File: config.mk
export PLATFORM = sky130hd
export DESIGN_NAME = led_frame_receiver
export DESIGN_NICKNAME = d
export VERILOG_FILES = /design/src/rtl/led_frame_receiver_pkg.sv /design/src/rtl/led_frame_receiver_sync_edge_det.sv /design/src/rtl/led_frame_receiver.sv
export SDC_FILE = /design/constraint.sdc
export NUM_CORES = 1
export LEC_CHECK = 0
export CORE_UTILIZATION = 60
export CTS_BUF_LIST = sky130_fd_sc_hd__clkbuf_4
export DETAILED_ROUTE_END_ITERATION = 7
export GPL_TIMING_DRIVEN = 0
export PLACE_DENSITY = 0.78
export SLEW_MARGIN = 30
export SYNTH_ARGS = -nofsm -noshare
export SYNTH_HDL_FRONTEND = slang
export SYNTH_SLANG_ARGS = --single-unit
File: constraint.sdc
create_clock -name CLK -period 5.7 [get_ports CLK]
set_input_delay 1.14 -clock CLK [delete_from_list [all_inputs] [get_ports CLK]]
set_output_delay 1.14 -clock CLK [all_outputs]
set_load 0.005 [all_outputs]
File: src/rtl/led_frame_receiver_pkg.sv
// Shared definitions for the LED frame receiver: receive FSM states,
// frame length, bit-counter limits and the hex-to-segment table.
package led_frame_receiver_pkg;

   typedef enum logic [1:0] {
      IDLE  = 2'd0,
      SHIFT = 2'd1,
      CHECK = 2'd2
   } rx_state_t;

   localparam int unsigned FRAME_LEN = 64;

   // Bit counter: exact-frame value and saturation value (one past a full frame)
   localparam logic [6:0] BIT_CNT_FULL = 7'(FRAME_LEN);
   localparam logic [6:0] BIT_CNT_SAT  = 7'(FRAME_LEN + 1);

   // Active-low segment patterns {g,f,e,d,c,b,a}, index 0 is hex digit 0
   localparam logic [0:15][6:0] HEX_SEG = {
      7'h40, 7'h79, 7'h24, 7'h30,
      7'h19, 7'h12, 7'h02, 7'h78,
      7'h00, 7'h10, 7'h08, 7'h03,
      7'h46, 7'h21, 7'h06, 7'h0E
   };

   function automatic logic [6:0] hex_to_seg(input logic [3:0] value);
      return HEX_SEG[value];
   endfunction

endpackage

File: src/rtl/led_frame_receiver_sync_edge_det.sv
// Two-flop synchronizer for an asynchronous input, followed by a history
// flop that turns level changes into single-cycle rise/fall pulses.
module sync_edge_det #(
   parameter logic RESET_VAL = 1'b0
) (
   input  logic CLK,
   input  logic RESET,
   input  logic D,
   output logic RISE,
   output logic FALL
);

   logic sync_meta;
   logic sync_q;
   logic sync_prev;

   // Synchronize the pin and keep one cycle of history for edge detection
   always_ff @(posedge CLK or negedge RESET) begin
      if (!RESET) begin
         sync_meta <= RESET_VAL;
         sync_q    <= RESET_VAL;
         sync_prev <= RESET_VAL;
      end else begin
         sync_meta <= D;
         sync_q    <= sync_meta;
         sync_prev <= sync_q;
      end
   end

   assign RISE = sync_q & ~sync_prev;
   assign FALL = ~sync_q & sync_prev;

endmodule

File: src/rtl/led_frame_receiver.sv
// Serial 64-bit frame receiver driving an 8-digit multiplexed 7-segment
// display. Frames are accepted only when exactly 64 bits arrive between the
// LED_CS falling and rising edges; the display scans continuously.
module led_frame_receiver
   import led_frame_receiver_pkg::*;
#(
   parameter int unsigned REFRESH_DIV = 100000
) (
   input  logic       CLK,
   input  logic       RESET,
   input  logic       SCLK,
   input  logic       MOSI,
   input  logic       LED_CS,
   output logic [7:0] AN,
   output logic [6:0] SEG,
   output logic       DP,
   output logic       FRAME_DONE,
   output logic       FRAME_ERR
);

   localparam int unsigned SCAN_W = $clog2(REFRESH_DIV);
   localparam logic [SCAN_W-1:0] SCAN_LAST = SCAN_W'(REFRESH_DIV - 1);

   logic                 sclk_rise;
   logic                 cs_rise;
   logic                 cs_fall;
   logic                 mosi_meta;
   logic                 mosi_s;

   rx_state_t            state;
   logic [6:0]           bit_cnt;
   logic [FRAME_LEN-1:0] shift_reg;
   logic [FRAME_LEN-1:0] disp_reg;

   logic [SCAN_W-1:0]    scan_cnt;
   logic [2:0]           digit_idx;

   sync_edge_det #(.RESET_VAL(1'b0)) u_sclk_sync (
      .CLK   (CLK),
      .RESET (RESET),
      .D     (SCLK),
      .RISE  (sclk_rise),
      .FALL  ()
   );

   sync_edge_det #(.RESET_VAL(1'b1)) u_cs_sync (
      .CLK   (CLK),
      .RESET (RESET),
      .D     (LED_CS),
      .RISE  (cs_rise),
      .FALL  (cs_fall)
   );

   // Delay MOSI by the same two stages as SCLK so the captured bit is the
   // value present at the SCLK rising edge
   always_ff @(posedge CLK or negedge RESET) begin
      if (!RESET) begin
         mosi_meta <= 1'b0;
         mosi_s    <= 1'b0;
      end else begin
         mosi_meta <= MOSI;
         mosi_s    <= mosi_meta;
      end
   end

   // Receive FSM: shift bits while selected, then commit or reject the frame
   always_ff @(posedge CLK or negedge RESET) begin
      if (!RESET) begin
         state      <= IDLE;
         bit_cnt    <= '0;
         shift_reg  <= '0;
         disp_reg   <= '0;
         FRAME_DONE <= 1'b0;
         FRAME_ERR  <= 1'b0;
      end else begin
         FRAME_DONE <= 1'b0;
         FRAME_ERR  <= 1'b0;
         case (state)
            IDLE: begin
               if (cs_fall) begin
                  state   <= SHIFT;
                  bit_cnt <= '0;
               end
            end
            SHIFT: begin
               // End of frame takes priority; a coincident SCLK edge is dropped
               if (cs_rise) begin
                  state <= CHECK;
               end else if (sclk_rise) begin
                  shift_reg <= {shift_reg[FRAME_LEN-2:0], mosi_s};
                  if (bit_cnt != BIT_CNT_SAT) begin
                     bit_cnt <= bit_cnt + 7'd1;
                  end
               end
            end
            CHECK: begin
               if (bit_cnt == BIT_CNT_FULL) begin
                  disp_reg   <= shift_reg;
                  FRAME_DONE <= 1'b1;
               end else begin
                  FRAME_ERR  <= 1'b1;
               end
               state <= IDLE;
            end
            default: begin
               state <= IDLE;
            end
         endcase
      end
   end

   // Digit scanner: on each refresh wrap, light the next digit and load its
   // segments and decimal point on the same edge as the anode change
   always_ff @(posedge CLK or negedge RESET) begin
      if (!RESET) begin
         scan_cnt  <= '0;
         digit_idx <= '0;
         AN        <= '1;
         SEG       <= '1;
         DP        <= 1'b1;
      end else begin
         if (scan_cnt == SCAN_LAST) begin
            scan_cnt  <= '0;
            digit_idx <= digit_idx + 3'd1;
            AN        <= ~(8'h01 << digit_idx);
            SEG       <= hex_to_seg(disp_reg[{digit_idx, 3'b000} +: 4]);
            DP        <= ~disp_reg[{digit_idx, 3'b111}];
         end else begin
            scan_cnt <= scan_cnt + SCAN_W'(1);
         end
      end
   end

endmodule

== After elaboration in Yosys (flattened, before gate mapping) ==
Memory sizes are Yosys's and may differ from the RTL's. A register that Yosys moved wholly into a read port is not among the register bits.
Index checks and enable logic that the tools add are counted.
Storage, ports and cells
  ROM bits: 112
  word-level logic and storage cells: 67
  bits in registers: 176
  memories kept: 1
Memory list
  (name not given): depth 16, width 7, rd ports 1, clocked after Yosys merged registers in 1, wr ports 0, line led_frame_receiver_pkg.sv:26  | return HEX_SEG[value];
Cells by class
  equality and inequality tests: 10
  $lt $le $gt $ge: 1
  shift operators: 2
  add/sub/neg operators: 3
  reduce and logical (&&, ||, !) cells: 7
  mux-type cells: 15
  bitwise operators: 10
Operators with widths (number)
  $shiftx 64x7->4: 1
  $mux 7: 4
  $add 17x1->17 const B: 1
  $eq 17x17->1 const B: 1
  $mux 17: 1
  $pmux 7 s2: 1
  $ne 2x2->1 const B: 5
  $not 8->8: 1
  $shl 1x3->8 const A: 1
  $add 7x1->7 const B: 1
  $eq 7x7->1 const B: 1
  $lt 6x7->1 const B: 1
  $ne 7x7->1 const B: 1
  $mux 1: 5
  $not 1->1: 5
  $not 4->5: 1
  $reduce_and 5->1: 1
  $mux 2: 2
  $pmux 2 s2: 1
  $reduce_and 2->1: 2
  $add 3x1->3 const B: 1
  $and 1x1->1: 3
  $bmux 1 s3: 1
  $reduce_and 3->1: 1
  5 further kinds: 5

== Depth between registers and ports, before layout ==
  depth in word-level cells: 5
  gate-level depth with buffers: 9

== Modules after synthesis ==
A second synthesis with hierarchy kept.
Second synthesis, totals
  cell total of the unflattened synthesis: 606
  area total of the unflattened synthesis: 6752.7 um2
Modules (own cells, without submodules)
  led_frame_receiver: cells each 596, sequential area each 3848.7 um2, area each 6568.8 um2, times used 1
  sync_edge_det (u_cs_sync): cells each 5, sequential area each 78.8 um2, area each 93.8 um2, times used 1
  sync_edge_det (u_sclk_sync): cells each 5, sequential area each 75.1 um2, area each 90.1 um2, times used 1

== Least setup slack after synthesis ==
OpenSTA, ideal clock, no wires.
  path kind: register -> register
  start point: register digit_idx[0]
  end point: register SEG[5]
  data arrival time: 2.261 ns
  buffers on the path: 1
  period minus slack after synthesis: 2.354 ns
  slack: 3.346 ns
  cell stages (with the launch flop): 9
  path through: dfrtp_1 buf_6 mux4_2 mux2i_1 inv_1 ha_1 mux2_4 a21oi_1 a21oi_1
Between the ends
  longest elaborated chain between the ends: 2
Ends and longest elaborated chain
  start: declaration: line led_frame_receiver.sv:36  | logic [2:0] digit_idx;
  start signal: assignment: line led_frame_receiver.sv:124  | digit_idx <= digit_idx + 3'd1;
  $shiftx 64x7->4: line led_frame_receiver.sv:126  | SEG <= hex_to_seg(disp_reg[{digit_idx, 3'b000} +: 4]);
  $not 4->5 (not written as such): line led_frame_receiver_pkg.sv:26
  end: declaration: line led_frame_receiver.sv:15  | output logic [6:0] SEG,
No other way between the ends.
A chain may end at the register's enable or synchronous reset.

== Worst setup path in the final report ==
  start point: register digit_idx[1]
  end point: register SEG[5]
Same word-level chain as after synthesis.

==> out/metrics.json <==
{
  "via_count_of_the_first_global_routing_pass": {"value": 3809},
  "clock-skew-final": {"value": 14.8, "unit": "ps"},
  "startpoint_of_the_worst_slack_reg_to_reg_timing_path": {"value": "digit_idx[1]"},
  "crit_path_end_kind": {"value": "flop"},
  "ys_ff_latch": {"value": 159},
  "setup_tns": {"value": 0, "unit": "ps"},
  "largest_register_ffs": {"value": 64},
  "multi_input_comb_area": {"value": 0.00260, "unit": "mm²"},
  "crit_path_max_fanout": {"value": 10},
  "die_h": {"value": 108, "unit": "µm"},
  "grt_max_degree": {"value": 87},
  "groute.usage.overall": {"value": 21.7, "unit": "%"},
  "ctsHtreeMaxLevel": {"value": 4},
  "io_pins": {"value": 23},
  "slew_violations": {"value": 0},
  "grt-ovfl-total": {"value": 0},
  "setup_ws": {"value": 2900, "unit": "ps"},
  "first_pass_grt_wire_length": {"value": 19.0, "unit": "mm"},
  "setup_viol": {"value": 0},
  "cells_after_synth": {"value": 473},
  "p_leak": {"value": 3.57, "unit": "nW"},
  "cts.root.buffer_cell": {"value": "sky130_fd_sc_hd__clkbuf_4"},
  "place.detailed.hpwl": {"value": 7.59, "unit": "mm"},
  "path_class": {"value": "flop to flop"},
  "filler_cell_count": {"value": 766},
  "postCtsResizedCells": {"value": 0},
  "start_point_of_the_worst_min_delay_path": {"value": "u_sclk_sync.sync_meta"},
  "ant_nets": {"value": 0},
  "hold_path_depth": {"value": 0},
  "grt_setup_unrepaired": {"value": "no"},
  "power_switching_share": {"value": 22.3, "unit": "%"},
  "timing.final.crit_share": {"value": 49.2, "unit": "%"},
  "viasPerCell": {"value": 5.67},
  "clock_latency": {"value": 540, "unit": "ps"},
  "die-area": {"value": 0.0117, "unit": "mm²"},
  "area_growth": {"value": 11.5, "unit": "%"},
  "worst_r2r_endpoint": {"value": "SEG[5]"},
  "post-place-cells": {"value": 636},
  "dp_slack": {"value": 2940, "unit": "ps"},
  "tritoncts.num_buffers": {"value": 17},
  "drv.max_cap_violation_count": {"value": 0},
  "layout-drive-gt1-share": {"value": 35.6, "unit": "%"},
  "sequentialPowerShare": {"value": 57.5, "unit": "%"},
  "share_comb_of_total_power": {"value": 4.5, "unit": "%"},
  "power.density": {"value": 273, "unit": "mW/mm²"},
  "worst-r2r-cell-count": {"value": 8},
  "chipWidth": {"value": 108, "unit": "µm"},
  "tritoncts": {"value": "yes"},
  "post_synthesis_sequential_area_ratio": {"value": 59.3, "unit": "%"},
  "firstDrtPassIters": {"value": 4},
  "finish.net_count": {"value": 536},
  "yosys_most_used_dff": {"value": "sky130_fd_sc_hd__dfrtp_1"},
  "worstHoldPathType": {"value": "flop to flop"},
  "antenna_found_initial": {"value": 0},
  "cts.reportedPaths.clkPinSlew": {"value": 130, "unit": "ps"},
  "synthesis.nets": {"value": 494},
  "max_slew_margin": {"value": 57.5, "unit": "%"},
  "synth_async_sr_flop_share": {"value": 100, "unit": "%"},
  "finalCriticalPeriod": {"value": 2800, "unit": "ps"},
  "max_slew.worst_pin.slew": {"value": 636, "unit": "ps"},
  "cts_buffer_depth": {"value": 2},
  "worstPathRequired": {"value": 6160, "unit": "ps"},
  "floorplan.rows": {"value": 38},
  "synth_cell_type_count": {"value": 49},
  "power.clock.fraction": {"value": 38.0, "unit": "%"},
  "worst_hold_path.endpoint": {"value": "u_sclk_sync.sync_q"},
  "seqCellArea": {"value": 0.00400, "unit": "mm²"},
  "yosys_warnings": {"value": 0},
  "synth-edff-count": {"value": 0},
  "power_report.internal_total": {"value": 1.60, "unit": "mW"},
  "synthesis.area": {"value": 0.00675, "unit": "mm²"},
  "startpoint_type": {"value": "flop"},
  "initial_core_util": {"value": 62.0, "unit": "%"},
  "ff2ff_setup_slack": {"value": 2900, "unit": "ps"},
  "number_of_hold_violations_in_the_final_report": {"value": 0},
  "syn-mean-instance-area": {"value": 14.3, "unit": "µm²"},
  "drc_viols": {"value": 0},
  "dr_total_vias": {"value": 3790},
  "ir_drop": {"value": 0.147, "unit": "mV"},
  "post_route_non_filler_standard_cell_count": {"value": 668},
  "cts_hold_buffers": {"value": 0},
  "core_area": {"value": 0.0109, "unit": "mm²"},
  "buffer_ports.inserted": {"value": 22},
  "drt-initial-drc-count": {"value": 215},
  "routability_congestion_estimate_from_global_placement": {"value": 0.806},
  "diodes": {"value": 0},
  "worstPathArrival": {"value": 3260, "unit": "ps"},
  "detail_route.wirelength": {"value": 11.0, "unit": "mm"},
  "tritoncts_num_sinks": {"value": 159},
  "detail_route.wl_per_cell": {"value": 16.4, "unit": "µm"},
  "fmax": {"value": 0.357, "unit": "GHz"},
  "cts_setup_buffers": {"value": 0},
  "p_switching": {"value": 459, "unit": "µW"},
  "run_status": {"value": "complete, no violations"}
}
==> cell usage in the layout (no fill, tap or decap), types with 3 or more instances in the layout <==
master / netlist / layout
sky130_fd_sc_hd__xor2_1: 8 / 8
sky130_fd_sc_hd__mux2_2: 106 / 106
sky130_fd_sc_hd__nor2_1: 24 / 24
sky130_fd_sc_hd__mux2i_1: 9 / 9
sky130_fd_sc_hd__inv_1: 12 / 12
sky130_fd_sc_hd__dfstp_2: 19 / 19
sky130_fd_sc_hd__nor3_1: 3 / 3
sky130_fd_sc_hd__xnor2_1: 9 / 9
sky130_fd_sc_hd__nand2b_1: 3 / 3
sky130_fd_sc_hd__o21ai_0: 6 / 6
sky130_fd_sc_hd__dfrtp_1: 140 / 140
sky130_fd_sc_hd__buf_2: 8 / 8
sky130_fd_sc_hd__bufinv_16: 0 / 5
sky130_fd_sc_hd__nand2_1: 14 / 14
sky130_fd_sc_hd__a21oi_1: 13 / 13
sky130_fd_sc_hd__nand3_1: 10 / 10
sky130_fd_sc_hd__clkdlybuf4s50_1: 0 / 21
sky130_fd_sc_hd__nand4_1: 4 / 4
sky130_fd_sc_hd__or3_1: 5 / 5
sky130_fd_sc_hd__ha_1: 16 / 16
sky130_fd_sc_hd__clkbuf_4: 0 / 18
sky130_fd_sc_hd__clkbuf_1: 7 / 7
sky130_fd_sc_hd__a31oi_1: 8 / 8
sky130_fd_sc_hd__clkinvlp_4: 0 / 3
sky130_fd_sc_hd__mux2_4: 3 / 3
sky130_fd_sc_hd__mux4_2: 9 / 9
==> cells in the mapped netlist (2+ instances only) <==
library cell / count / area share, %
sky130_fd_sc_hd__a21oi_1: 13 / 0.96
sky130_fd_sc_hd__a31oi_1: 8 / 0.74
sky130_fd_sc_hd__and2_1: 2 / 0.19
sky130_fd_sc_hd__and3_1: 2 / 0.19
sky130_fd_sc_hd__and4_1: 2 / 0.26
sky130_fd_sc_hd__buf_2: 8 / 0.59
sky130_fd_sc_hd__buf_4: 2 / 0.22
sky130_fd_sc_hd__buf_6: 2 / 0.33
sky130_fd_sc_hd__clkbuf_1: 7 / 0.39
sky130_fd_sc_hd__dfrtp_1: 140 / 52
sky130_fd_sc_hd__dfstp_2: 19 / 7.4
sky130_fd_sc_hd__ha_1: 16 / 3.0
sky130_fd_sc_hd__inv_1: 12 / 0.67
sky130_fd_sc_hd__mux2_2: 106 / 18
sky130_fd_sc_hd__mux2_4: 3 / 0.67
sky130_fd_sc_hd__mux2i_1: 9 / 1.3
sky130_fd_sc_hd__mux4_2: 9 / 3.0
sky130_fd_sc_hd__nand2_1: 14 / 0.78
sky130_fd_sc_hd__nand2b_1: 3 / 0.28
sky130_fd_sc_hd__nand3_1: 10 / 0.74
sky130_fd_sc_hd__nand4_1: 4 / 0.37
sky130_fd_sc_hd__nand4b_1: 2 / 0.26
sky130_fd_sc_hd__nor2_1: 24 / 1.3
sky130_fd_sc_hd__nor3_1: 3 / 0.22
sky130_fd_sc_hd__nor3b_1: 2 / 0.22
sky130_fd_sc_hd__nor4_1: 2 / 0.19
sky130_fd_sc_hd__o211ai_1: 2 / 0.22
sky130_fd_sc_hd__o21a_1: 2 / 0.22
sky130_fd_sc_hd__o21ai_0: 6 / 0.44
sky130_fd_sc_hd__or3_1: 5 / 0.46
sky130_fd_sc_hd__xnor2_1: 9 / 1.2
sky130_fd_sc_hd__xor2_1: 8 / 1.0
==> cells by family after synthesis <==
family                     synth area share, %
DFF                                       59.3
AOI/OAI and AO/OA                         3.26
and+or+nand+nor                           6.97
muxes                                     23.1
buffers and inverters                     2.26
xor gates and xnor gates                  2.21
adders and majority gates                 2.96
==> stage by stage <==
step	power [mW]	utilization (%)	hold WS, ps	cell area [µm²]
final	2.06	69.1	365	7530
after global routing	2.15	69.1	376	7530
after CTS	2.08	69.1	369	7530
after detailed placement	1.30	66.0	340	7180
after global placement	1.29	65.7	333	7150
after floorplan	1.25	-	331	6750
==> worst max-delay path, cell delays in order, from the launching register on <==
cell and delay, ps:
sky130_fd_sc_hd__dfrtp_1 450, sky130_fd_sc_hd__clkbuf_1 470, sky130_fd_sc_hd__mux4_2 410, sky130_fd_sc_hd__mux2i_1 440, sky130_fd_sc_hd__inv_1 160, sky130_fd_sc_hd__ha_1 280
sky130_fd_sc_hd__mux2_4 270, sky130_fd_sc_hd__a21oi_1 160, sky130_fd_sc_hd__a21oi_1 90
==> power groups by stage <==
stage | logic, mW | registers, mW | clock network (mW)
6_report | 0.0921 | 1.18 | 0.782
5_1_grt | 0.108 | 1.19 | 0.852
4_1_cts | 0.0944 | 1.18 | 0.801
3_5_place_dp | 0.0939 | 1.20 | 0
3_3_place_gp | 0.0874 | 1.20 | 0
2_1_floorplan | 0.0553 | 1.20 | 0
==> cell type report <==
class	instances	share of cell area [%]
clock buffers	18	1.79
repair buffers	23	3.36
clock inverters	14	2.83
flip-flops and latches	159	53.2
well taps	140	2.33
inverters	13	0.648
multi-input cells	282	34.5
plain buffers	19	1.38
==> worst max-delay path by stage <==
stage	end	from	cells past startpoint	slack (ps)
6_report	SEG[5]	digit_idx[1]	8	2900
5_1_grt	SEG[5]	digit_idx[1]	8	2660
4_1_cts	SEG[1]	SEG[1]	1	2910
3_5_place_dp	SEG[5]	digit_idx[1]	8	2940
3_3_place_gp	shift_reg[20]	RESET	1	-2560
2_1_floorplan	SEG[5]	digit_idx[0]	8	3350
==> metal layers <==
layer  vias up  wire length [µm]  global-route usage (%)
li1       1779                 -                       -
met1      1924              5350                    31.2
met2        70              5140                    32.3
met3        17               343                    5.06
met4         0               148                    8.51
met5         -                 0                       0
(Power assumes the default switching activity.)
